==> src/rtl/alu_cmd_issuer_if.sv <==
// Handshake bundle for the ALU command issuer: upstream command port,
// downstream response port and the ALU start/done operation interface.
interface alu_cmd_issuer_if #(
  parameter int TAG_W = 4
);
  // Upstream command port
  logic             cmd_valid;
  logic             cmd_ready;
  logic [7:0]       cmd_a;
  logic [7:0]       cmd_b;
  logic [2:0]       cmd_op;
  logic [TAG_W-1:0] cmd_tag;

  // Downstream response port
  logic             rsp_valid;
  logic             rsp_ready;
  logic [15:0]      rsp_result;
  logic [2:0]       rsp_op;
  logic [TAG_W-1:0] rsp_tag;
  logic             rsp_timeout;

  // ALU operation interface
  logic [7:0]       alu_A;
  logic [7:0]       alu_B;
  logic [2:0]       alu_opcode;
  logic             alu_start;
  logic [15:0]      alu_result;
  logic             alu_done;

  // Issuer side
  modport master (
    input  cmd_valid, cmd_a, cmd_b, cmd_op, cmd_tag,
    input  rsp_ready,
    input  alu_result, alu_done,
    output cmd_ready,
    output rsp_valid, rsp_result, rsp_op, rsp_tag, rsp_timeout,
    output alu_A, alu_B, alu_opcode, alu_start
  );

  // Environment side (command source, response sink, ALU)
  modport slave (
    output cmd_valid, cmd_a, cmd_b, cmd_op, cmd_tag,
    output rsp_ready,
    output alu_result, alu_done,
    input  cmd_ready,
    input  rsp_valid, rsp_result, rsp_op, rsp_tag, rsp_timeout,
    input  alu_A, alu_B, alu_opcode, alu_start
  );
endinterface

==> src/rtl/alu_cmd_issuer.sv <==
// ALU command issuer: accepts a command, pulses alu_start for one cycle,
// waits for alu_done (or a timeout) and returns a tagged response.
// All outputs come straight from flops.
module alu_cmd_issuer #(
  parameter int TAG_W          = 4,
  parameter int TIMEOUT_CYCLES = 64
) (
  input  logic                    clk,
  input  logic                    rst,
  alu_cmd_issuer_if.master        bus,
  output logic                    busy,
  output logic [15:0]             op_count,
  output logic [7:0]              timeout_count
);

  typedef enum logic [1:0] {
    IDLE  = 2'd0,
    ISSUE = 2'd1,
    WAIT  = 2'd2,
    RESP  = 2'd3
  } state_t;

  // The counter starts at 0 in the first WAIT cycle, so the last allowed
  // WAIT cycle is the one where it reads TIMEOUT_CYCLES-1.
  localparam logic [7:0] WAIT_LAST = 8'(TIMEOUT_CYCLES - 1);

  state_t           state_q;
  logic             cmd_ready_q;
  logic             rsp_valid_q;
  logic [15:0]      rsp_result_q;
  logic [2:0]       rsp_op_q;
  logic [TAG_W-1:0] rsp_tag_q;
  logic             rsp_timeout_q;
  logic [7:0]       alu_a_q;
  logic [7:0]       alu_b_q;
  logic [2:0]       alu_op_q;
  logic             alu_start_q;
  logic [TAG_W-1:0] tag_q;
  logic [7:0]       wait_cnt_q;
  logic             busy_q;
  logic [15:0]      op_count_q;
  logic [7:0]       timeout_count_q;

  // Issuer FSM with all datapath and status registers.
  always_ff @(posedge clk) begin
    if (rst) begin
      state_q         <= IDLE;
      cmd_ready_q     <= 1'b1;
      rsp_valid_q     <= 1'b0;
      rsp_result_q    <= 16'h0000;
      rsp_op_q        <= 3'b000;
      rsp_tag_q       <= '0;
      rsp_timeout_q   <= 1'b0;
      alu_a_q         <= 8'h00;
      alu_b_q         <= 8'h00;
      alu_op_q        <= 3'b000;
      alu_start_q     <= 1'b0;
      tag_q           <= '0;
      wait_cnt_q      <= 8'h00;
      busy_q          <= 1'b0;
      op_count_q      <= 16'h0000;
      timeout_count_q <= 8'h00;
    end else begin
      case (state_q)
        IDLE: begin
          if (bus.cmd_valid && cmd_ready_q) begin
            alu_a_q     <= bus.cmd_a;
            alu_b_q     <= bus.cmd_b;
            alu_op_q    <= bus.cmd_op;
            tag_q       <= bus.cmd_tag;
            cmd_ready_q <= 1'b0;
            alu_start_q <= 1'b1;
            busy_q      <= 1'b1;
            state_q     <= ISSUE;
          end
        end
        ISSUE: begin
          // alu_done is deliberately not looked at here: anything the ALU
          // reports in the start cycle belongs to an older operation.
          alu_start_q <= 1'b0;
          wait_cnt_q  <= 8'h00;
          state_q     <= WAIT;
        end
        WAIT: begin
          if (bus.alu_done) begin
            // Done takes priority over a timeout falling in the same cycle.
            rsp_result_q  <= bus.alu_result;
            rsp_timeout_q <= 1'b0;
            rsp_op_q      <= alu_op_q;
            rsp_tag_q     <= tag_q;
            rsp_valid_q   <= 1'b1;
            state_q       <= RESP;
          end else if (wait_cnt_q == WAIT_LAST) begin
            rsp_result_q  <= 16'h0000;
            rsp_timeout_q <= 1'b1;
            rsp_op_q      <= alu_op_q;
            rsp_tag_q     <= tag_q;
            rsp_valid_q   <= 1'b1;
            if (timeout_count_q != 8'hFF) begin
              timeout_count_q <= timeout_count_q + 8'd1;
            end
            state_q       <= RESP;
          end else begin
            wait_cnt_q <= wait_cnt_q + 8'd1;
          end
        end
        RESP: begin
          // cmd_ready only rises after the handshake edge, so a new command
          // can never be accepted in the handshake cycle itself.
          if (bus.rsp_ready) begin
            op_count_q  <= op_count_q + 16'd1;
            rsp_valid_q <= 1'b0;
            cmd_ready_q <= 1'b1;
            busy_q      <= 1'b0;
            state_q     <= IDLE;
          end
        end
        default: begin
          state_q     <= IDLE;
          cmd_ready_q <= 1'b1;
          rsp_valid_q <= 1'b0;
          alu_start_q <= 1'b0;
          busy_q      <= 1'b0;
        end
      endcase
    end
  end

  assign bus.cmd_ready   = cmd_ready_q;
  assign bus.rsp_valid   = rsp_valid_q;
  assign bus.rsp_result  = rsp_result_q;
  assign bus.rsp_op      = rsp_op_q;
  assign bus.rsp_tag     = rsp_tag_q;
  assign bus.rsp_timeout = rsp_timeout_q;
  assign bus.alu_A       = alu_a_q;
  assign bus.alu_B       = alu_b_q;
  assign bus.alu_opcode  = alu_op_q;
  assign bus.alu_start   = alu_start_q;
  assign busy            = busy_q;
  assign op_count        = op_count_q;
  assign timeout_count   = timeout_count_q;

endmodule

==> src/flat_wrapper.sv <==
// flat-port wrapper written by rule: the top's interface ports become plain ports
module alu_cmd_issuer_flat 
#(
  parameter int TAG_W          = 4,
  parameter int TIMEOUT_CYCLES = 64
)
  (clk, rst, busy, op_count, timeout_count, bus_cmd_valid, bus_cmd_a, bus_cmd_b, bus_cmd_op, bus_cmd_tag, bus_rsp_ready, bus_alu_result, bus_alu_done, bus_cmd_ready, bus_rsp_valid, bus_rsp_result, bus_rsp_op, bus_rsp_tag, bus_rsp_timeout, bus_alu_A, bus_alu_B, bus_alu_opcode, bus_alu_start);
  alu_cmd_issuer_if #(.TAG_W(TAG_W)) bus_i ();
  input  logic clk;
  input  logic rst;
  output logic busy;
  output logic [15:0] op_count;
  output logic [7:0] timeout_count;
  input wire logic [$bits(bus_i.cmd_valid)-1:0] bus_cmd_valid;
  input wire logic [$bits(bus_i.cmd_a)-1:0] bus_cmd_a;
  input wire logic [$bits(bus_i.cmd_b)-1:0] bus_cmd_b;
  input wire logic [$bits(bus_i.cmd_op)-1:0] bus_cmd_op;
  input wire logic [$bits(bus_i.cmd_tag)-1:0] bus_cmd_tag;
  input wire logic [$bits(bus_i.rsp_ready)-1:0] bus_rsp_ready;
  input wire logic [$bits(bus_i.alu_result)-1:0] bus_alu_result;
  input wire logic [$bits(bus_i.alu_done)-1:0] bus_alu_done;
  output wire logic [$bits(bus_i.cmd_ready)-1:0] bus_cmd_ready;
  output wire logic [$bits(bus_i.rsp_valid)-1:0] bus_rsp_valid;
  output wire logic [$bits(bus_i.rsp_result)-1:0] bus_rsp_result;
  output wire logic [$bits(bus_i.rsp_op)-1:0] bus_rsp_op;
  output wire logic [$bits(bus_i.rsp_tag)-1:0] bus_rsp_tag;
  output wire logic [$bits(bus_i.rsp_timeout)-1:0] bus_rsp_timeout;
  output wire logic [$bits(bus_i.alu_A)-1:0] bus_alu_A;
  output wire logic [$bits(bus_i.alu_B)-1:0] bus_alu_B;
  output wire logic [$bits(bus_i.alu_opcode)-1:0] bus_alu_opcode;
  output wire logic [$bits(bus_i.alu_start)-1:0] bus_alu_start;
  assign bus_i.cmd_valid = bus_cmd_valid;
  assign bus_i.cmd_a = bus_cmd_a;
  assign bus_i.cmd_b = bus_cmd_b;
  assign bus_i.cmd_op = bus_cmd_op;
  assign bus_i.cmd_tag = bus_cmd_tag;
  assign bus_i.rsp_ready = bus_rsp_ready;
  assign bus_i.alu_result = bus_alu_result;
  assign bus_i.alu_done = bus_alu_done;
  assign bus_cmd_ready = bus_i.cmd_ready;
  assign bus_rsp_valid = bus_i.rsp_valid;
  assign bus_rsp_result = bus_i.rsp_result;
  assign bus_rsp_op = bus_i.rsp_op;
  assign bus_rsp_tag = bus_i.rsp_tag;
  assign bus_rsp_timeout = bus_i.rsp_timeout;
  assign bus_alu_A = bus_i.alu_A;
  assign bus_alu_B = bus_i.alu_B;
  assign bus_alu_opcode = bus_i.alu_opcode;
  assign bus_alu_start = bus_i.alu_start;
  alu_cmd_issuer #(.TAG_W(TAG_W), .TIMEOUT_CYCLES(TIMEOUT_CYCLES)) u_core (.clk(clk), .rst(rst), .bus(bus_i), .busy(busy), .op_count(op_count), .timeout_count(timeout_count));
endmodule
==> config.mk <==
export PLATFORM = sky130hd
export DESIGN_NAME = alu_cmd_issuer_flat
export DESIGN_NICKNAME = d
export VERILOG_FILES = /design/src/rtl/alu_cmd_issuer_if.sv /design/src/rtl/alu_cmd_issuer.sv /design/src/flat_wrapper.sv
export SDC_FILE = /design/constraint.sdc
export NUM_CORES = 1
export LEC_CHECK = 0
export BUFFER_PORTS_ARGS = -buffer_cell sky130_fd_sc_hd__buf_2
export CAP_MARGIN = 40
export CORE_MARGIN = 4
export CORE_UTILIZATION = 45
export DETAILED_ROUTE_END_ITERATION = 7
export PLACE_DENSITY = 0.82
export SYNTH_ARGS = -nofsm -noshare
export SYNTH_HDL_FRONTEND = slang
export SYNTH_SLANG_ARGS = --single-unit
==> constraint.sdc <==
create_clock -name clk -period 1.52 [get_ports clk]
set_input_delay 0.076 -clock clk [delete_from_list [all_inputs] [get_ports clk]]
set_output_delay 0.076 -clock clk [all_outputs]
set_load 0.01 [all_outputs]
# --- Yosys cells after proc, flatten, opt, wreduce, memory -nomap -nowiden ---
# Index checks and enable logic that the tools add are counted.
totals:
  romBits: 0
  out_inout_bits: 71
  n_memories: 0
  elab_cells: 71
  mem_bits_rw: 0
  regBits: 85
  latch_bits: 0
  input_bits: 44
classes:
  n_eq_ne: 10
  multipliers: 0
  n_lt_le_gt_ge: 0
  n_shift: 0
  addsub: 3
  n_div: 0
  n_bitwise: 1
  mux: 25
  n_reduce_logical: 16
op_table:
  columns: ["op", "count"]
  rows:
  - ["$mux 16", 2]
  - ["$add 16x1->16 const B", 1]
  - ["$add 8x1->8 const B", 2]
  - ["$mux 8", 2]
  - ["$pmux 8 s2", 1]
  - ["$reduce_and 3->1", 4]
  - ["$reduce_bool 2->1", 5]
  - ["$eq 8x6->1 const B", 1]
  - ["$mux 2", 4]
  - ["$mux 4", 2]
  - ["$ne 8x8->1 const B", 1]
  - ["$pmux 1 s2", 4]
  - ["$pmux 2 s4", 1]
  - ["$reduce_and 2->1", 4]
  - ["$mux 1", 7]
  - ["$mux 3", 2]
  - ["$ne 2x2->1 const B", 3]
  - ["$eq 2x2->1 const B", 2]
  - ["$reduce_and 4->1", 1]
  - ["$ne 3x2->1 const B", 1]
  - ["$eq 2x1->1 const B", 1]
  - ["$logic_not 2->1", 1]
  - ["$ne 2x1->1 const B", 1]
  - ["$logic_and 1x1->1", 1]
  - ["$not 1->1", 1]

# --- Depth between registers and ports, before layout ---
# Gate-level depths: netlist of the first run.
logic_depth:
  word_depth: 4
  depth_mapped: 8
  mapped_depth_nobuf: 6

# --- Worst setup path after synthesis of the first run ---
# No wires, ideal clock.
synth_path:
  kind: "reg-to-reg"
  startpoint: "register u_core.state_q[1]"
  endpoint: "register u_core.op_count_q[13], in the netlist u_core.op_count[13]"
  stages_incl_launch_ff: 7
  synth_period_minus_slack_ns: 1.678
  arrival_ns: 1.557
  required_time_ns: 1.399
  setup_time_ns: 0.121
  setup_slack_ns: -0.158
  n_path_buf: 1
  cell_sequence: "dfxtp_1 -> ha_1 -> buf_2 -> nand3_1 -> nor4_2 -> nand3_1 -> mux2_2"
synth_via:
  elab_chain_cells: 2
synth_lines:
  columns: ["item", "line", "rtl"]
  rows:
  - ["from (decl)", "alu_cmd_issuer.sv:27", "state_t state_q;"]
  - ["from (signal assigned)", "alu_cmd_issuer.sv:47", "state_q <= IDLE;"]
  - ["from (signal assigned)", "alu_cmd_issuer.sv:74", "state_q <= ISSUE;"]
  - ["from (signal assigned)", "alu_cmd_issuer.sv:82", "state_q <= WAIT;"]
  - ["$eq 2x2->1", "alu_cmd_issuer.sv:64", "case (state_q)"]
  - ["$reduce_and 2->1 (no line)", null, null]
  - ["to (signal assigned)", "alu_cmd_issuer.sv:111", "op_count_q <= op_count_q + 16'd1;"]
  - ["to (decl)", "alu_cmd_issuer.sv:41", "logic [15:0] op_count_q;"]
# No other way between the ends.
# A chain may end at the register's enable or synchronous reset.

# --- Final worst setup path of the first run ---
layout_path:
  startpoint: "register u_core.state_q[0]"
  endpoint: "register u_core.timeout_count_q[3], in the netlist u_core.timeout_count[3]"
layout_via:
  elab_chain_cells: 2
layout_lines:
  columns: ["item", "line", "rtl"]
  rows:
  - ["$eq 2x2->1", "alu_cmd_issuer.sv:64", null]
  - ["$reduce_and 4->1 (no line)", null, null]
  - ["to (signal assigned)", "alu_cmd_issuer.sv:100", "timeout_count_q <= timeout_count_q + 8'd1;"]
  - ["to (decl)", "alu_cmd_issuer.sv:42", "logic [7:0] timeout_count_q;"]
# No other way between the ends.

==> results.py, run 1 <==
metrics = {
    "sta": {
        "fin_setup_tns_ns": -2.29,
        "skew_ns": 0.00674,
        "finalSetupViolations": 40,
        "rsz0062_at_grt": "true",
        "tightest_slew_ns": 0.555,
        "period_needed_ns": 1.66,
        "finalHoldViolCount": 0,
        "fmax_mhz": 604,
        "slew_violations": 0,
        "period_share_pct": 109,
        "maxSlewHeadroom_pct": 63.0,
        "fin_ws_ns": -0.136,
    },
    "synth": {
        "seq_area_frac_synth_pct": 48.4,
        "synth_ff_type": "dfxtp_1",
        "synth_top_area_share_pct": 48.4,
        "syn-cell-area_um2": 3520,
        "yosys-top-cells-area": "dfxtp_1 (48%), nand2_1 (7.4%), a21oi_1 (5.4%)",
        "syn_inst": 400,
        "synth-seq-cells": 85,
        "synth.distinct_cells": 48,
        "syn_avg_cell_area_um2": 8.80,
        "syn_nets": 451,
        "ys.warnings.count": 0,
        "yosys.area.top_type": "dfxtp_1",
        "async_reset_ff_share_pct": 0,
        "synth-edff-count": 0,
    },
    "worst_setup_path": {
        "crit_path_end_kind": "register",
        "r2r_slack_ns": -0.14,
        "cp-endpoint": "u_core.timeout_count[3]",
        "setup.worst_path.start": "u_core.state_q[0]",
        "required_ns": 1.82,
        "reg2reg_depth": 7,
        "path_class": "register to register",
        "reg2reg_to": "u_core.timeout_count[3]",
        "crit_fanout": 7,
        "rr_startpoint": "u_core.state_q[0]",
        "critPathArrivalTime_ns": 1.96,
        "startpoint_type": "register",
    },
    "routing": {
        "via_count": 3785,
        "antenna_left": 0,
        "drtIter0Drc": 155,
        "dr.pass1.iters": 4,
        "wire_per_inst_um": 16.2,
        "drc_errors": 0,
        "vias_per_cell": 5.32,
        "routed_wirelength_um": 11500,
    },
    "die": {
        "die_h_um": 96.4,
        "ios": 115,
        "core_area_um2": 7410,
        "start_util_pct": 47.5,
        "dieArea_um2": 9300,
        "num_rows": 31,
        "die_x_um": 96.4,
    },
    "global_route": {
        "grt_use_total_pct": 23.1,
        "grt_antenna_before_repair": 0,
        "grt.busiest_layer": "met2",
        "gr-usage-met3_pct": 5.96,
        "grt_max_degree": 52,
        "met1_usage_pct": 26.3,
        "use_met2_pct": 41.5,
        "grt_pass1_vias": 3686,
        "grt_pass1_wl_um": 17000,
        "overflow": 0,
    },
    "hold_path": {
        "min_delay_path_depth": 3,
        "hold_class": "primary input to register",
    },
    "power": {
        "p_leak_nw": 2.52,
        "pwr_density_cell_nw_per_um2": 1100,
        "vdd_drop_max_mv": 0.935,
    },
    "cts": {
        "clock_latency_ns": 0.37,
        "htree_levels": 3,
        "cts_tree": "done",
        "root_buffer": "clkbuf_8",
        "clk_pin_slew_ns": 0.09,
        "cts_made_buffers": 9,
        "cts_sinks": 85,
        "cts.path.max_buffers": 2,
    },
    "placement": {
        "place_congestion": 0.817,
        "io_buffers": 114,
        "post-place-ws_ns": -0.117,
        "place_hpwl_um": 6720,
    },
    "status": {
        "failed_checks": "negative setup slack",
        "outcome": "complete, but fails checks",
    },
    "layout": {
        "n_antenna_cell": 0,
        "area_delta_synth_final_pct": 63.4,
        "nNetsFinal": 659,
        "drive_above_1_share_pct": 45.4,
    },
    "job": {
        "drv_cap": 0,
    },
}
-- power breakdown --
| group | internal, mW | leakage (nW) | total (mW) | switching, mW |
|---|---|---|---|---|
| clock network | 0.734 | 0.103 | 1.56 | 0.825 |
| registers | 2.46 | 0.697 | 2.64 | 0.175 |
| logic | 1.04 | 1.72 | 2.13 | 1.09 |
-- cells in the mapped netlist, types with 7 or more instances --
cell,number
nand3_1,22
nand4_1,7
buf_1,7
inv_1,8
ha_1,7
a21oi_1,38
nand2_1,69
xnor2_1,9
or3_1,7
a22o_1,16
clkbuf_1,10
dfxtp_1,85
and3_1,8
nor2_1,24
-- area by class of cell --
type / instances / area [um2]
Sequential cell: 85 / 1730
Clock inverter: 4 / 31.3
Timing Repair Buffer: 222 / 1590
Inverter: 8 / 30.0
Clock buffer: 12 / 165
Multi-Input combinational cell: 282 / 2080
Fill cell: 435 / 1660
Tap cell: 99 / 124
-- kinds of logic after synthesis --
| family | count (synthesis) | synth area share [%] |
|---|---|---|
| multiplexers | 10 | 2.99 |
| flip-flops | 85 | 48.4 |
| AND/OR/NAND/NOR | 167 | 23.0 |
| XOR/XNOR | 11 | 2.74 |
| adder cells (fa/ha/maj) | 7 | 2.49 |
| buffers and inverters | 33 | 4.02 |
| AO/OA/AOI/OAI | 87 | 16.4 |
-- placed cells by master (no fill, tap or decap), types with 5 or more instances in the layout --
cell type and count:
a21oi_1 32, a21oi_2 5, a22o_1 16, and3_1 5, buf_2 114, buf_4 48
buf_6 16, clkbuf_8 12, dfxtp_1 71, dfxtp_2 10, dlygate4sd3_1 40, inv_1 7
mux2i_1 6, nand2_1 69, nand3_1 16, nand4_1 7, nor2_1 21, o21ai_0 5
or3_1 5, xnor2_1 9
-- sequential cells by signal (all words and copies together), names as in the netlist, 2 cells and up --
register	cells
u_core.bus.alu_opcode	3
u_core.timeout_count	8
u_core.wait_cnt_q	8
u_core.bus.rsp_tag	4
u_core.bus.rsp_result	16
u_core.bus.rsp_op	3
u_core.bus.alu_B	8
u_core.bus.alu_A	8
u_core.op_count	16
u_core.state_q	2
u_core.tag_q	4
-- worst min-delay path by stage --
stage / startpoint / endpoint / slack (ns)
3_5_place_dp: bus_alu_result[10] / u_core.bus.rsp_result[10] / 0.30
5_1_grt: rst / u_core.timeout_count[5] / 0.12
2_1_floorplan: bus_alu_done / u_core.bus.rsp_timeout / 0.18
6_report: rst / u_core.timeout_count[5] / 0.12
4_1_cts: rst / u_core.timeout_count[5] / 0.08
3_3_place_gp: bus_alu_result[10] / u_core.bus.rsp_result[10] / 0.29
-- per-stage QoR --
stage	utilization [%]	instances	total power, mW	instance area (um2)	hold WS [ns]
after floorplan	-	400	3.63	3640	0.176
after CTS	73.0	701	5.92	5410	0.0834
after global placement	62.6	641	4.19	4640	0.295
after detailed placement	62.6	641	4.25	4640	0.295
final	77.6	712	6.33	5750	0.117
after global routing	77.6	712	6.64	5750	0.119
-- worst max-delay path, cell delays in order (launching register included) --
cell and delay (ns):
dfxtp_2 0.34, inv_2 0.07, ha_4 0.13, and2b_2 0.21
buf_12 0.14, nand3_4 0.08, or4_4 0.49, a21oi_2 0.14
-- per-layer routing --
layer / up-vias / share of wire (%)
met5: - / 0
met4: 0 / 1.5
met3: 20 / 7.0
met2: 136 / 51
met1: 1802 / 40
li1: 1827 / -
-- what timing repair did --
item | in CTS | in global routing
pin swaps | 12 | 15
buffers inserted | 4 | 11
hold endpoints to repair | 40 | 0
hold buffers | 40 | 0
setup endpoints to repair | 47 | 80
gates resized for setup | 28 | 54
Power figures use the tool's default switching activity.
==> run 2, diff against run 1 <==
--- a/config.mk
+++ b/config.mk
@@ -5,12 +5,14 @@
 export SDC_FILE = /design/constraint.sdc
 export NUM_CORES = 1
 export LEC_CHECK = 0
-export BUFFER_PORTS_ARGS = -buffer_cell sky130_fd_sc_hd__buf_2
-export CAP_MARGIN = 40
+export CAP_MARGIN = 20
+export CELL_PAD_IN_SITES_DETAIL_PLACEMENT = 0
+export CELL_PAD_IN_SITES_GLOBAL_PLACEMENT = 1
 export CORE_MARGIN = 4
-export CORE_UTILIZATION = 45
+export CORE_UTILIZATION = 41
 export DETAILED_ROUTE_END_ITERATION = 7
-export PLACE_DENSITY = 0.82
+export DONT_BUFFER_PORTS = 1
+export PLACE_DENSITY = 0.81
 export SYNTH_ARGS = -nofsm -noshare
 export SYNTH_HDL_FRONTEND = slang
 export SYNTH_SLANG_ARGS = --single-unit
==> run 2 against run 1 <==
The run ends with negative hold slack, negative setup slack left. Combinational power decreased by 15%. Global-route usage decreased by 4.2 points. Clock power increased by 3%. Non-clock buffer count decreased by 103. Clock skew increased by 0.0042 ns. Hold slack got worse by 0.16 ns. Via count decreased by 13%. Utilization decreased by 15 points. Die area increased by 8.9%. Critical path type unchanged. Largest cell class unchanged. Highest routed layer unchanged.
==> results.py, run 2 (same netlist as run 1, synthesis figures left out) <==
metrics = {
    "sta": {
        "tightest_slew_ns": 0.336,
        "fin_ws_ns": -0.0839,
        "period_needed_ns": 1.60,
        "fin_hold_ws_ns": -0.0398,
        "maxSlewHeadroom_pct": 77.4,
        "rsz0062_at_grt": "true",
        "period_share_pct": 106,
        "finalHoldViolCount": 1,
        "skew_ns": 0.0109,
        "fmax_mhz": 623,
        "finalSetupViolations": 21,
        "slew_violations": 0,
    },
    "die": {
        "die_x_um": 101,
        "ios": 115,
        "die_h_um": 101,
        "num_rows": 33,
        "core_area_um2": 8300,
        "start_util_pct": 42.4,
        "dieArea_um2": 10100,
    },
    "global_route": {
        "grt_pass1_wl_um": 15500,
        "overflow": 0,
        "grt_antenna_before_repair": 0,
        "grt_use_total_pct": 18.8,
        "grt_pass1_vias": 3222,
        "grt_max_degree": 63,
    },
    "placement": {
        "dp.cells": 539,
        "place_hpwl_um": 5920,
        "place_congestion": 0.789,
        "post-place-ws_ns": -0.196,
        "io_buffers": 0,
        "dpl-instance-area_um2": 4090,
    },
    "routing": {
        "vias_per_cell": 5.35,
        "drc_errors": 0,
        "via_count": 3293,
        "routed_wirelength_um": 10000,
        "antenna_left": 0,
        "drtIter0Drc": 99,
        "wire_per_inst_um": 16.3,
        "dr.pass1.iters": 4,
    },
    "cts": {
        "htree_levels": 3,
        "clock_latency_ns": 0.34,
        "cts_made_buffers": 9,
        "clk_pin_slew_ns": 0.08,
        "cts_sinks": 85,
        "root_buffer": "clkbuf_8",
        "cts.path.max_buffers": 2,
        "cts_tree": "done",
    },
    "worst_setup_path": {
        "crit_path_end_kind": "register",
        "critPathArrivalTime_ns": 1.81,
        "setup.worst_path.start": "u_core.state_q[0]",
        "rr_startpoint": "u_core.state_q[0]",
        "crit_fanout": 5,
        "startpoint_type": "register",
        "required_ns": 1.73,
        "path_class": "register to register",
    },
    "power": {
        "total_power_mw": 6.17,
        "pwr-share-seq_pct": 44.6,
        "pwr_density_cell_nw_per_um2": 1190,
        "p_int_mw": 4.16,
        "power.net_switching_mw": 2.01,
        "p_clk_share_pct": 26.2,
        "combPwrFrac_pct": 29.2,
        "switching_share_pct": 32.6,
        "vdd_drop_max_mv": 0.801,
        "p_leak_nw": 1.97,
    },
    "layout": {
        "area_delta_synth_final_pct": 47.5,
        "stdcell_area_um2": 5190,
        "instances_no_fill": 616,
        "drive_above_1_share_pct": 31.1,
        "nNetsFinal": 557,
        "n_antenna_cell": 0,
        "utilization_pct": 62.6,
        "layout_commonest_cell": "dfxtp_1",
        "final_cell_mix": "dfxtp_1 (70), nand2_1 (69), buf_4 (61), dlygate4sd3_1 (43), a21oi_1 (35)",
    },
    "status": {
        "failed_checks": "negative hold slack, negative setup slack",
        "outcome": "complete, but fails checks",
    },
    "hold_path": {
        "hold_class": "primary input to register",
        "min_from": "bus_rsp_ready",
    },
    "job": {
        "drv_cap": 0,
    },
}
run 2: worst paths after layout:
path / endpoint / slack [ns] / cells past startpoint
worst min-delay path: u_core.bus.cmd_ready / -0.04 / 2
worst max-delay path: u_core.timeout_count[5] / -0.08 / 8
worst min register to register: u_core.tag_q[3] / 0.45 / 2
worst max register to register: u_core.timeout_count[5] / -0.08 / 8
run 2: cell type report:
class	count	area, um2
sequential	85	1730
tap	105	131
clock buffer	10	128
inverter	8	30.0
clock inverter	6	68.8
multi-input combinational	283	2010
timing repair buffer	119	1090
fill	687	3110
run 2: metrics by stage:
step,setup TNS [ns],hold WS (ns)
global route,-3.54,0.000841
detailed placement,-4.09,0.147
finish,-0.593,-0.0398
floorplan,-0.137,0.176
global placement,-2.46,0.145
CTS,-0.921,-0.165
run 2: layer usage:
metal  global-route usage [%]  wire [um]
met1                     23.0       4090
met2                     31.9       4950
met3                     5.67        900
met4                     5.28         85
met5                        0          0
run 2: repair_timing:
item,4_1_cts,5_1_grt
gates cloned,2,2
resized for setup,27,35
endpoints found under the hold margin,77,4
pin swaps,15,11
setup endpoints to repair,39,76
buffers inserted,8,6
hold buffers,43,1
run 2: power groups by stage:
stage                     logic, mW  registers [mW]  clock network, mW
after floorplan               0.894            2.74                  0
final                          1.80            2.75               1.61
after detailed placement       1.26            2.79                  0
after global routing           1.99            2.79               1.74
after CTS                      1.54            2.74               1.65
after global placement         1.22            2.79                  0
run 2: critical path, cell delays in order (launching register included):
cell and delay, ns:
dfxtp_2 0.34, inv_2 0.07, ha_4 0.13, and2b_2 0.19
buf_6 0.14, buf_6 0.11, nand3_4 0.08, o311ai_4 0.26
o41ai_2 0.15
